**config.mk**
```make
export PLATFORM = sky130hd
export DESIGN_NAME = cfg_word_loader
export DESIGN_NICKNAME = d
export VERILOG_FILES = /design/src/rtl/cfg_loader_pkg.sv /design/src/rtl/cfg_strobe_dec.sv /design/src/rtl/cfg_word_loader.sv
export SDC_FILE = /design/constraint.sdc
export NUM_CORES = 1
export LEC_CHECK = 0
export ABC_AREA = 0
export BUFFER_PORTS_ARGS = -buffer_cell sky130_fd_sc_hd__clkbuf_2
export CAP_MARGIN = 20
export CORE_ASPECT_RATIO = 1.2
export CORE_UTILIZATION = 54
export CTS_CLUSTER_SIZE = 20
export DETAILED_ROUTE_END_ITERATION = 12
export PLACE_DENSITY = 0.79
export SLEW_MARGIN = 10
export SYNTH_ARGS = -nofsm -noshare
export SYNTH_HDL_FRONTEND = slang
export SYNTH_HIERARCHICAL = 1
export SYNTH_SLANG_ARGS = --single-unit
```
**constraint.sdc**
```tcl
create_clock -name CLK -period 2.2 [get_ports CLK]
set_input_delay 0.33 -clock CLK [delete_from_list [all_inputs] [get_ports CLK]]
set_output_delay 0.33 -clock CLK [all_outputs]
set_load 0.01 [all_outputs]
```
**src/rtl/cfg_loader_pkg.sv**
```systemverilog
`default_nettype none
// +----------------------------------------------------------------------+
// | Module : cfg_loader_pkg                                              |
// | Brief  : Shared state encoding and word-geometry helpers for the     |
// |          configuration word loader.                                  |
// | Rev    : 1.0                                                         |
// +----------------------------------------------------------------------+
package cfg_loader_pkg;

    typedef enum logic [2:0] {
        IDLE  = 3'd0,
        SHIFT = 3'd1,
        SETUP = 3'd2,
        WRITE = 3'd3,
        HOLD  = 3'd4,
        DONE  = 3'd5
    } cfg_state_e;

    function automatic int ceil_div(input int num, input int den);
        return (num + den - 1) / den;
    endfunction

    function automatic int calc_nb_words(input int strobe_size, input int data_size);
        return ceil_div(strobe_size, data_size);
    endfunction

    // Width of the final group; equals data_size when the cells divide evenly.
    function automatic int calc_last_bits(input int strobe_size, input int data_size);
        return strobe_size - data_size * (calc_nb_words(strobe_size, data_size) - 1);
    endfunction

endpackage
`default_nettype wire

```
**src/rtl/cfg_strobe_dec.sv**
```systemverilog
`default_nettype none
// +----------------------------------------------------------------------+
// | Module : cfg_strobe_dec                                              |
// | Brief  : Word index to per-cell strobe mask, short final group.      |
// | Rev    : 1.0                                                         |
// +----------------------------------------------------------------------+
module cfg_strobe_dec
    import cfg_loader_pkg::*;
#(
    parameter int DATA_SIZE   = 8,
    parameter int STROBE_SIZE = 17,
    parameter int WORD_W      = 2
) (
    input  logic [WORD_W-1:0]      i_word_idx,
    input  logic                   i_en,
    output logic [STROBE_SIZE-1:0] o_strobe
);

    localparam int NB_WORDS  = calc_nb_words(STROBE_SIZE, DATA_SIZE);
    localparam int LAST_BITS = calc_last_bits(STROBE_SIZE, DATA_SIZE);

    for (genvar w = 0; w < NB_WORDS; w++) begin : g_group
        localparam int GW = (w == NB_WORDS - 1) ? LAST_BITS : DATA_SIZE;
        logic w_sel;
        assign w_sel = i_en && (i_word_idx == WORD_W'(w));
        assign o_strobe[DATA_SIZE*w +: GW] = {GW{w_sel}};
    end

endmodule
`default_nettype wire

```
**src/rtl/cfg_word_loader.sv**
```systemverilog
`default_nettype none
// +----------------------------------------------------------------------+
// | Module : cfg_word_loader                                             |
// | Brief  : Packs a serial bitstream into words and strobes them into   |
// |          the SRAM config cells with setup/hold margins.              |
// | Rev    : 1.0                                                         |
// +----------------------------------------------------------------------+
module cfg_word_loader
    import cfg_loader_pkg::*;
#(
    parameter int DATA_SIZE   = 8,
    parameter int STROBE_SIZE = 17,
    parameter int WR_CYCLES   = 1
) (
    input  logic                   CLK,
    input  logic                   RST_N,
    input  logic                   CFG_START,
    input  logic                   CFG_BIT,
    input  logic                   CFG_VALID,
    output logic                   CFG_READY,
    output logic [DATA_SIZE-1:0]   DATA,
    output logic [STROBE_SIZE-1:0] STROBE,
    output logic                   CFG_BUSY,
    output logic                   CFG_DONE
);

    localparam int NB_WORDS  = calc_nb_words(STROBE_SIZE, DATA_SIZE);
    localparam int LAST_BITS = calc_last_bits(STROBE_SIZE, DATA_SIZE);
    localparam int BIT_W     = $clog2(DATA_SIZE + 1);
    localparam int WORD_W    = $clog2(NB_WORDS + 1);
    localparam int WR_W      = $clog2(WR_CYCLES + 1);

    localparam logic [BIT_W-1:0]  FULL_CNT  = BIT_W'(DATA_SIZE);
    localparam logic [BIT_W-1:0]  LAST_CNT  = BIT_W'(LAST_BITS);
    localparam logic [WORD_W-1:0] LAST_WORD = WORD_W'(NB_WORDS - 1);
    localparam logic [WR_W-1:0]   WR_LAST   = WR_W'(WR_CYCLES - 1);

    cfg_state_e            state_q, state_d;
    logic [BIT_W-1:0]      bit_cnt_q, bit_cnt_d;
    logic [WORD_W-1:0]     word_cnt_q, word_cnt_d;
    logic [WR_W-1:0]       wr_cnt_q, wr_cnt_d;
    logic [DATA_SIZE-1:0]  shreg_q, shreg_d;
    logic [DATA_SIZE-1:0]  data_q, data_d;

    logic                  w_start;
    logic                  w_accept;
    logic                  w_last_word;
    logic [BIT_W-1:0]      w_need;
    logic                  w_word_full;
    logic                  w_strobe_en;

    assign w_start     = (state_q == IDLE || state_q == DONE) && CFG_START;
    assign w_accept    = (state_q == SHIFT) && CFG_VALID;
    assign w_last_word = (word_cnt_q == LAST_WORD);
    assign w_need      = w_last_word ? LAST_CNT : FULL_CNT;
    assign w_word_full = ((bit_cnt_q + BIT_W'(1)) == w_need);

    always_ff @(posedge CLK or negedge RST_N) begin
        if (!RST_N) begin
            state_q <= IDLE;
        end else begin
            state_q <= state_d;
        end
    end

    always_comb begin
        state_d = state_q;
        unique case (state_q)
            IDLE, DONE: if (CFG_START) state_d = SHIFT;
            SHIFT:      if (w_accept && w_word_full) state_d = SETUP;
            SETUP:      state_d = WRITE;
            WRITE:      if (wr_cnt_q == WR_LAST) state_d = HOLD;
            HOLD:       state_d = w_last_word ? DONE : SHIFT;
            default:    state_d = IDLE;
        endcase
    end

    always_comb begin
        CFG_READY   = (state_q == SHIFT);
        CFG_BUSY    = (state_q inside {SHIFT, SETUP, WRITE, HOLD});
        CFG_DONE    = (state_q == DONE);
        w_strobe_en = (state_q == WRITE);
    end

    always_ff @(posedge CLK or negedge RST_N) begin
        if (!RST_N) begin
            bit_cnt_q  <= '0;
            word_cnt_q <= '0;
            wr_cnt_q   <= '0;
            shreg_q    <= '0;
            data_q     <= '0;
        end else begin
            bit_cnt_q  <= bit_cnt_d;
            word_cnt_q <= word_cnt_d;
            wr_cnt_q   <= wr_cnt_d;
            shreg_q    <= shreg_d;
            data_q     <= data_d;
        end
    end

    always_comb begin
        bit_cnt_d  = bit_cnt_q;
        word_cnt_d = word_cnt_q;
        wr_cnt_d   = wr_cnt_q;
        shreg_d    = shreg_q;
        data_d     = data_q;

        if (w_start) begin
            bit_cnt_d  = '0;
            word_cnt_d = '0;
            shreg_d    = '0;
        end

        if (w_accept) begin
            for (int i = 0; i < DATA_SIZE; i++) begin
                if (bit_cnt_q == BIT_W'(i)) shreg_d[i] = CFG_BIT;
            end
            // Clearing the shift register per word keeps the unused upper
            // bits of a short final word at zero on DATA.
            if (w_word_full) begin
                data_d    = shreg_d;
                shreg_d   = '0;
                bit_cnt_d = '0;
            end else begin
                bit_cnt_d = bit_cnt_q + BIT_W'(1);
            end
        end

        if (state_q == WRITE) begin
            wr_cnt_d = (wr_cnt_q == WR_LAST) ? '0 : wr_cnt_q + WR_W'(1);
        end

        if (state_q == HOLD && !w_last_word) begin
            word_cnt_d = word_cnt_q + WORD_W'(1);
        end
    end

    assign DATA = data_q;

    cfg_strobe_dec #(
        .DATA_SIZE   (DATA_SIZE),
        .STROBE_SIZE (STROBE_SIZE),
        .WORD_W      (WORD_W)
    ) u_strobe_dec (
        .i_word_idx (word_cnt_q),
        .i_en       (w_strobe_en),
        .o_strobe   (STROBE)
    );

endmodule
`default_nettype wire

```
### After elaboration in Yosys (flattened, before gate mapping)

Cells that the tools add are included.

* bits in registers: 26
* input port bits: 5
* output and inout port bits: 28
* logic and storage cells: 68

* add/sub/neg operators: 3
* equality and inequality tests: 18
* mux-type cells: 23
* reductions and logical operators: 18

Operators by type and width (count)
* $mux W8: 3
* $eq A4 B3 Y1 const B: 4
* $mux W4: 4
* $pmux W3 S5: 1
* $mux W3: 4
* $mux W1: 9
* $eq A4 B2 Y1 const B: 2
* $logic_and A1 B1 Y1: 7
* $eq A3 B2 Y1 const B: 2
* $eq A3 B3 Y1 const B: 2
* $add A4 B1 Y4 const B: 1
* $eq A4 B1 Y1 const B: 1
* $eq A4 B4 Y1: 1
* $logic_not A4 Y1: 1
* $mux W2: 2
* $ne A2 B2 Y1 const B: 2
* $reduce_bool A2 Y1: 2
* $reduce_bool A4 Y1: 1
* $eq A3 B1 Y1 const B: 1
* $logic_not A3 Y1: 1
* $reduce_and A3 Y1: 1
* $add A2 B1 Y2 const B: 1
* $eq A2 B1 Y1 const B: 1
* $eq A2 B2 Y1 const B: 1
* other kinds (7): 7

### Longest topological paths before layout

Gate-level depths: netlist of run 1.

* depth in word-level cells: 7
* depth in mapped cells: 7
* mapped depth without buffers: 6

### Hierarchy

Netlist of run 1, hierarchy kept.

Modules (own cells, without submodules)
* cfg_word_loader: instances 1, cells an instance 142, area each 1371.3 sq um, sequential area each 625.6 sq um
* cfg_strobe_dec: instances 1, cells an instance 20, area each 157.7 sq um, sequential area each 0.0 sq um

### Least setup slack after synthesis of run 1

OpenSTA, ideal clock, no wires.

* path type: reg2reg
* start: register bit_cnt_q[0]
* end: register data_q[0] (netlist: DATA[0])
* library setup time: 79 ps
* arrival time: 1636 ps
* data required time: 2121 ps
* setup slack: 484 ps
* stages on the path, launching flop included: 8
* period minus slack after synthesis: 1716 ps
* cells stage by stage: dfrtp_1 inv_1 ha_1 nor4b_1 nand2_1 a21boi_2 buf_6 mux2i_1

* cells in the longest elaborated chain, start to end: 3
* elaborated cells between the ends (all ways): 5
* classes of those cells: 1 x add/sub; 1 x eq/ne; 1 x mux; 2 x reduce/logical

Ends and longest elaborated chain
* from (decl): RTL line cfg_word_loader.sv:39 `logic [BIT_W-1:0] bit_cnt_q, bit_cnt_d;`
* from (signal assigned): RTL line cfg_word_loader.sv:93 `bit_cnt_q <= bit_cnt_d;`
* $add A4 B1 Y4: RTL line cfg_word_loader.sv:56 `assign w_word_full = ((bit_cnt_q + BIT_W'(1)) == w_need);`
* $eq A4 B4 Y1: RTL line cfg_word_loader.sv:56
* $reduce_and A2 Y1 (no line)
* to (signal assigned): RTL line cfg_word_loader.sv:97 `data_q <= data_d;`
* to (decl): RTL line cfg_word_loader.sv:43 `logic [DATA_SIZE-1:0] data_q, data_d;`

Several ways; a longest one is shown, not always the timed one.
A chain may end at the register's enable or synchronous reset.

### Final worst setup path of run 1

* start: register bit_cnt_q[0]
* end: register data_q[5] (netlist: DATA[5])

Same word-level chain as after synthesis.

==> results of run 1 <==
-- tightest hold or removal path: stages --
cell and delay [ns]:
clkbuf_2 0.11, nand2_1 0.05, o21ai_0 0.08, o22ai_1 0.08
-- flip-flops by register name, summed over array words and instances, names as in the netlist --
register	flops
state_q	3
shreg_q	8
bit_cnt_q	4
word_cnt_q	2
DATA	8
-- cells by family after synthesis --
kind of cell	synth area share
multiplexers	0.0524
AO/OA/AOI/OAI	0.139
XOR/XNOR	0.0229
adder cells (fa/ha/maj)	0.0409
buffers and inverters	0.143
flip-flops	0.409
AND/OR/NAND/NOR	0.192
-- metal layers --
metal,global-route usage,part of all wire
met2,0.387,0.50
met3,0.0585,0.041
met1,0.239,0.44
met5,0,0
met4,0.0675,0.011
-- cell usage in the layout (no fill, tap or decap), drive strengths merged, types with 2 or more instances in the layout --
| cell type | netlist | layout |
|---|---|---|
| inv | 12 | 12 |
| a21boi | 2 | 2 |
| nor3b | 2 | 2 |
| dfrtp | 25 | 25 |
| clkbuf | 0 | 35 |
| nand3 | 4 | 4 |
| a31oi | 8 | 8 |
| nor2b | 4 | 4 |
| nand2 | 23 | 23 |
| nor2 | 4 | 4 |
| and3 | 8 | 8 |
| ha | 5 | 5 |
| xnor2 | 3 | 3 |
| nor3 | 2 | 2 |
| and3b | 3 | 3 |
| o21ai | 15 | 15 |
| mux2i | 8 | 8 |
-- how the worst min path moves through the flow --
stage                     cells after the start       from    endpoint  slack (ns)
after floorplan                               0      RST_N     DATA[0]        0.03
after global placement                        1      RST_N  state_q[0]        0.36
after detailed placement                      1      RST_N  state_q[0]        0.37
after CTS                                     4  CFG_START  state_q[2]        0.34
after global routing                          4  CFG_START  state_q[2]        0.35
final                                         4  CFG_START  state_q[2]        0.35
-- area by class of cell --
class | count | area, um^2 | area share
clock buffer | 3 | 22.5 | 0.0140
clock inverter | 1 | 5.00 | 0.00311
inverter | 12 | 45.0 | 0.0280
multi-input combinational | 103 | 691 | 0.429
sequential | 25 | 628 | 0.390
tap | 33 | 41.3 | 0.0256
timing repair buffer | 34 | 178 | 0.110
-- report_power, final --
part / total, uW / switching (uW) / internal (uW)
combinational: 993 / 583 / 409
sequential: 844 / 193 / 651
clock: 208 / 139 / 68.3
total: 2040 / 916 / 1130
-- metrics by stage --
step / std cells / total power (uW) / setup WS [ns]
floorplan: 162 / 1580 / 0.484
global placement: 206 / 1790 / 0.327
detailed placement: 206 / 1830 / 0.211
CTS: 211 / 2050 / 0.0982
global route: 211 / 2230 / 0.0145
finish: 211 / 2040 / 0.218
-- repair_timing --
| action | CTS | global route |
|---|---|---|
| endpoints found under the hold margin | 14 | 0 |
| buffers inserted | 0 | 0 |
| gates resized for setup | 0 | 3 |
| hold buffers | 1 | 0 |
| setup endpoints to repair | 0 | 8 |
==> results.json, run 1 <==
{
  "cp.depth": 7,
  "synth_top_area_frac": 0.409,
  "max_slew.worst_pin.slew_ns": 0.936,
  "grt.overflow.total": 0,
  "fillers": 229,
  "synth_edf_count": 0,
  "routed-via-count": 1168,
  "finalSetupViolCount": 0,
  "grt_use_total": 0.212,
  "rsz0062_at_grt": "no",
  "synth_cells": 162,
  "yosys-top-cells-count": "25 x dfrtp_1, 23 x nand2_1, 18 x buf_4",
  "startpoint_type": "flip-flop",
  "dpl.hpwl_um": 2000,
  "max_freq_ghz": 0.504,
  "p_leak_uw": 0.000788,
  "fin_skew_ns": 0.00492,
  "grt_max_degree": 26,
  "crit_slowest_cell": "dfrtp_1",
  "die_area_um2": 3050,
  "cp_cell_sequence": "inv_1 -> ha_1 -> nor4b_1 -> nand2_1 -> a21boi_2 -> buf_4 -> mux2i_1",
  "cts.path.max_buffers": 2,
  "dpl_cell_area_um2": 1560,
  "drive_above_1_share": 0.253,
  "io_buffers": 32,
  "wl_per_cell_um": 13.4,
  "synth.distinct_cells": 34,
  "pin_count": 33,
  "cts_sinks": 25,
  "status": "completed",
  "reg2reg_slack_ns": 0.22,
  "min_period_ns": 1.98,
  "cts.clk_slew.worst_paths_ns": 0.13,
  "gp_congestion": 0.772,
  "path_class": "reg2reg",
  "cpPeakStageDelay_ns": 0.48,
  "utilization": 0.619,
  "antenna_left": 0,
  "r2r_cells": 7,
  "vias_per_cell": 5.54,
  "cts_root_buf": "clkbuf_4",
  "finalHoldViolCount": 0,
  "max_slew_margin": 0.376,
  "cts_tree": "yes",
  "synth_ff_type": "dfrtp_1",
  "critical_path.startpoint": "bit_cnt_q[0]",
  "whs_ns": 0.352,
  "design_area_um2": 1610,
  "path_delay_family": "flip-flops",
  "initialDrtViolationCount": 11,
  "drc": 0,
  "critPathCaptureType": "flip-flop",
  "synth_seq_cells": 25,
  "start_util": 0.587,
  "synth_nets": 172,
  "diodes": 0,
  "die_w_um": 50.6,
  "layout.nets": 189,
  "die_y_um": 60.3,
  "reg2reg_from": "bit_cnt_q[0]",
  "syn2layout_area_growth_pct": 5.32,
  "avgSynthCellArea_um2": 9.44,
  "yosys.area.top_type": "dfrtp_1",
  "synth_seq_area_share": 0.409,
  "grt_pass1_wl_um": 4800,
  "ys_warn_count": 6,
  "wl_um": 2830,
  "tns_ns": 0,
  "cts_htree_levels": 1,
  "cap_violations": 0,
  "hp-class": "in2reg",
  "critPathRequiredTime_ns": 2.46,
  "crit_buf_inv": 2,
  "numCtsBuffers": 3,
  "cp_max_fo": 10,
  "p_per_area_nw_per_um2": 1270,
  "slew_violations": 0,
  "netlist_top_cells_area": "dfrtp_1 41%, buf_4 8.8%, nand2_1 5.6%",
  "syn_area_um2": 1530,
  "r2r-end": "DATA[5]",
  "insertion_delay_ns": 0.33,
  "coreArea_um2": 2600,
  "cp.arrival_ns": 2.24,
  "period_share": 0.901,
  "first_global_vias": 1102,
  "antenna_found_initial": 0,
  "endpoint": "DATA[5]",
  "ir_drop_mv": 0.817,
  "first_pass_iters": 4,
  "yosysMostFrequentCell": "dfrtp_1",
  "fp-row-count": 20,
  "async_flop_share": 1.00
}
No activity file was read; power rests on OpenSTA's default activity.
==> inputs of run 2 (changes only) <==
--- a/config.mk
+++ b/config.mk
@@ -13,6 +13,7 @@
 export CTS_CLUSTER_SIZE = 20
 export DETAILED_ROUTE_END_ITERATION = 12
 export PLACE_DENSITY = 0.79
+export SETUP_SLACK_MARGIN = 0.5
 export SLEW_MARGIN = 10
 export SYNTH_ARGS = -nofsm -noshare
 export SYNTH_HDL_FRONTEND = slang
==> run 2 against run 1 <==
Against the previous run:
- the flow now finishes with violations (negative hold slack)
- combinational power grew 35%
- die area unchanged
- maximum frequency is 13% higher
- largest cell class unchanged
- critical path type unchanged
- via count rose by 3.0%
- critical endpoint is now DATA[0]
- highest routed layer unchanged
- final cell count is 6.2% higher
- sequential power is 0.5% lower
- global-route usage barely moved
- sequential share of layout area is 5.7 points lower
- clock skew up 0.00084 ns
==> results.json, run 2 (synthesized netlist as in run 1, its figures left out) <==
{
  "cap_violations": 0,
  "grt_pass1_wl_um": 4850,
  "cts_root_buf": "clkbuf_4",
  "drive_above_1_share": 0.429,
  "insertion_delay_ns": 0.32,
  "die_w_um": 50.6,
  "rsz0062_at_grt": "yes",
  "die_area_um2": 3050,
  "maxUsedRoutingLayer": "met4",
  "routed-via-count": 1203,
  "grt_max_degree": 26,
  "grt.overflow.total": 0,
  "dpl_cell_area_um2": 1600,
  "first_global_vias": 1096,
  "critical_path.startpoint": "bit_cnt_q[0]",
  "period_share": 0.798,
  "grt_use_total": 0.212,
  "m1WireLength_um": 1320,
  "ir_drop_mv": 0.840,
  "cts_tree": "yes",
  "tns_ns": 0,
  "final_cell_mix": "20 x nand2_1, 19 x dfrtp_1, 14 x o21ai_0, 14 x clkbuf_2, 13 x buf_4",
  "drc": 0,
  "whs_ns": -0.0137,
  "first_pass_iters": 4,
  "min_period_ns": 1.76,
  "design_area_um2": 1900,
  "layout.nets": 202,
  "critPathRequiredTime_ns": 2.45,
  "coreArea_um2": 2600,
  "max_slew.worst_pin.slew_ns": 0.599,
  "cts.clk_slew.worst_paths_ns": 0.13,
  "wl_met2_um": 1830,
  "critPathCaptureType": "flip-flop",
  "wl_per_cell_um": 14.5,
  "utilization": 0.730,
  "gp_congestion": 0.765,
  "antenna_left": 0,
  "vias_per_cell": 5.37,
  "r2r-end": "DATA[0]",
  "max_freq_ghz": 0.570,
  "wl_um": 3250,
  "io_buffers": 32,
  "dpl.hpwl_um": 2150,
  "start_util": 0.587,
  "post-place-ws_ns": 0.314,
  "pin_count": 33,
  "antenna_found_initial": 0,
  "endpoint": "DATA[0]",
  "cts_sinks": 25,
  "dp_cells": 207,
  "max_slew_margin": 0.600,
  "finalSetupViolCount": 0,
  "layout_commonest_cell": "nand2_1",
  "fin_skew_ns": 0.00575,
  "setup_slack_ns": 0.444,
  "reg2reg_from": "bit_cnt_q[0]",
  "path_class": "reg2reg",
  "hp-class": "in2async",
  "status": "complete, but fails checks",
  "p_leak_uw": 0.000892,
  "p_per_area_nw_per_um2": 1260,
  "cp.arrival_ns": 2.01,
  "numCtsBuffers": 3,
  "r2r_cells": 7,
  "cts_htree_levels": 1,
  "fp-row-count": 20,
  "finalHoldViolCount": 25,
  "violations": "negative hold slack",
  "syn2layout_area_growth_pct": 24.3,
  "final_cells": 224,
  "die_y_um": 60.3,
  "cts.path.max_buffers": 2,
  "slew_violations": 0,
  "startpoint_type": "flip-flop",
  "wl_met3_um": 70,
  "cp_max_fo": 6,
  "reg2reg_slack_ns": 0.44,
  "initialDrtViolationCount": 26,
  "cts.hold.buffers_added": 0,
  "diodes": 0
}
run 2: area by class of cell:
| cell class | count | area, um^2 |
|---|---|---|
| Multi-Input combinational cell | 103 | 825 |
| Sequential cell | 25 | 633 |
| Tap cell | 33 | 41.3 |
| Fill cell | 211 | 702 |
| Clock buffer | 4 | 26.3 |
| Inverter | 12 | 45.0 |
| Timing Repair Buffer | 47 | 330 |
run 2: per-layer routing:
layer / GRT usage / vias up
met5: 0 / -
met4: 0.0595 / 0
met3: 0.0178 / 4
met2: 0.398 / 19
met1: 0.258 / 585
li1: - / 595
run 2: how the worst min path moves through the flow:
stage | startpoint | endpoint | slack [ns] | depth (start not counted)
after floorplan | RST_N | DATA[0] | 0.03 | 0
after detailed placement | RST_N | DATA[3] | 0.37 | 1
after global routing | RST_N | bit_cnt_q[2] | 0.03 | 1
after CTS | RST_N | shreg_q[1] | 0.01 | 1
after global placement | RST_N | state_q[0] | 0.37 | 1
final | RST_N | bit_cnt_q[2] | -0.01 | 1
run 2: where the power goes:
| part | switching [uW] | internal [uW] |
|---|---|---|
| combinational | 727 | 616 |
| clock | 136 | 71.0 |
| sequential | 183 | 657 |
run 2: stage by stage:
step	hold WS, ns	power (uW)
after floorplan	0.0344	1630
after global placement	0.370	1850
after detailed placement	0.371	1900
after CTS	0.0134	2270
after global routing	0.0314	2570
final	-0.0137	2390
run 2: timing repair:
item | 4_1_cts | 5_1_grt
pin swaps | 1 | 4
buffers inserted | 11 | 2
resized for setup | 18 | 42
setup endpoints to repair | 39 | 39
run 2: worst max-delay path: stages (launching register included):
cell and delay [ns]:
dfrtp_2 0.46, inv_2 0.09, ha_4 0.22, nor4b_4 0.23, nand2_2 0.11, a21boi_2 0.20
buf_6 0.17, mux2i_1 0.20
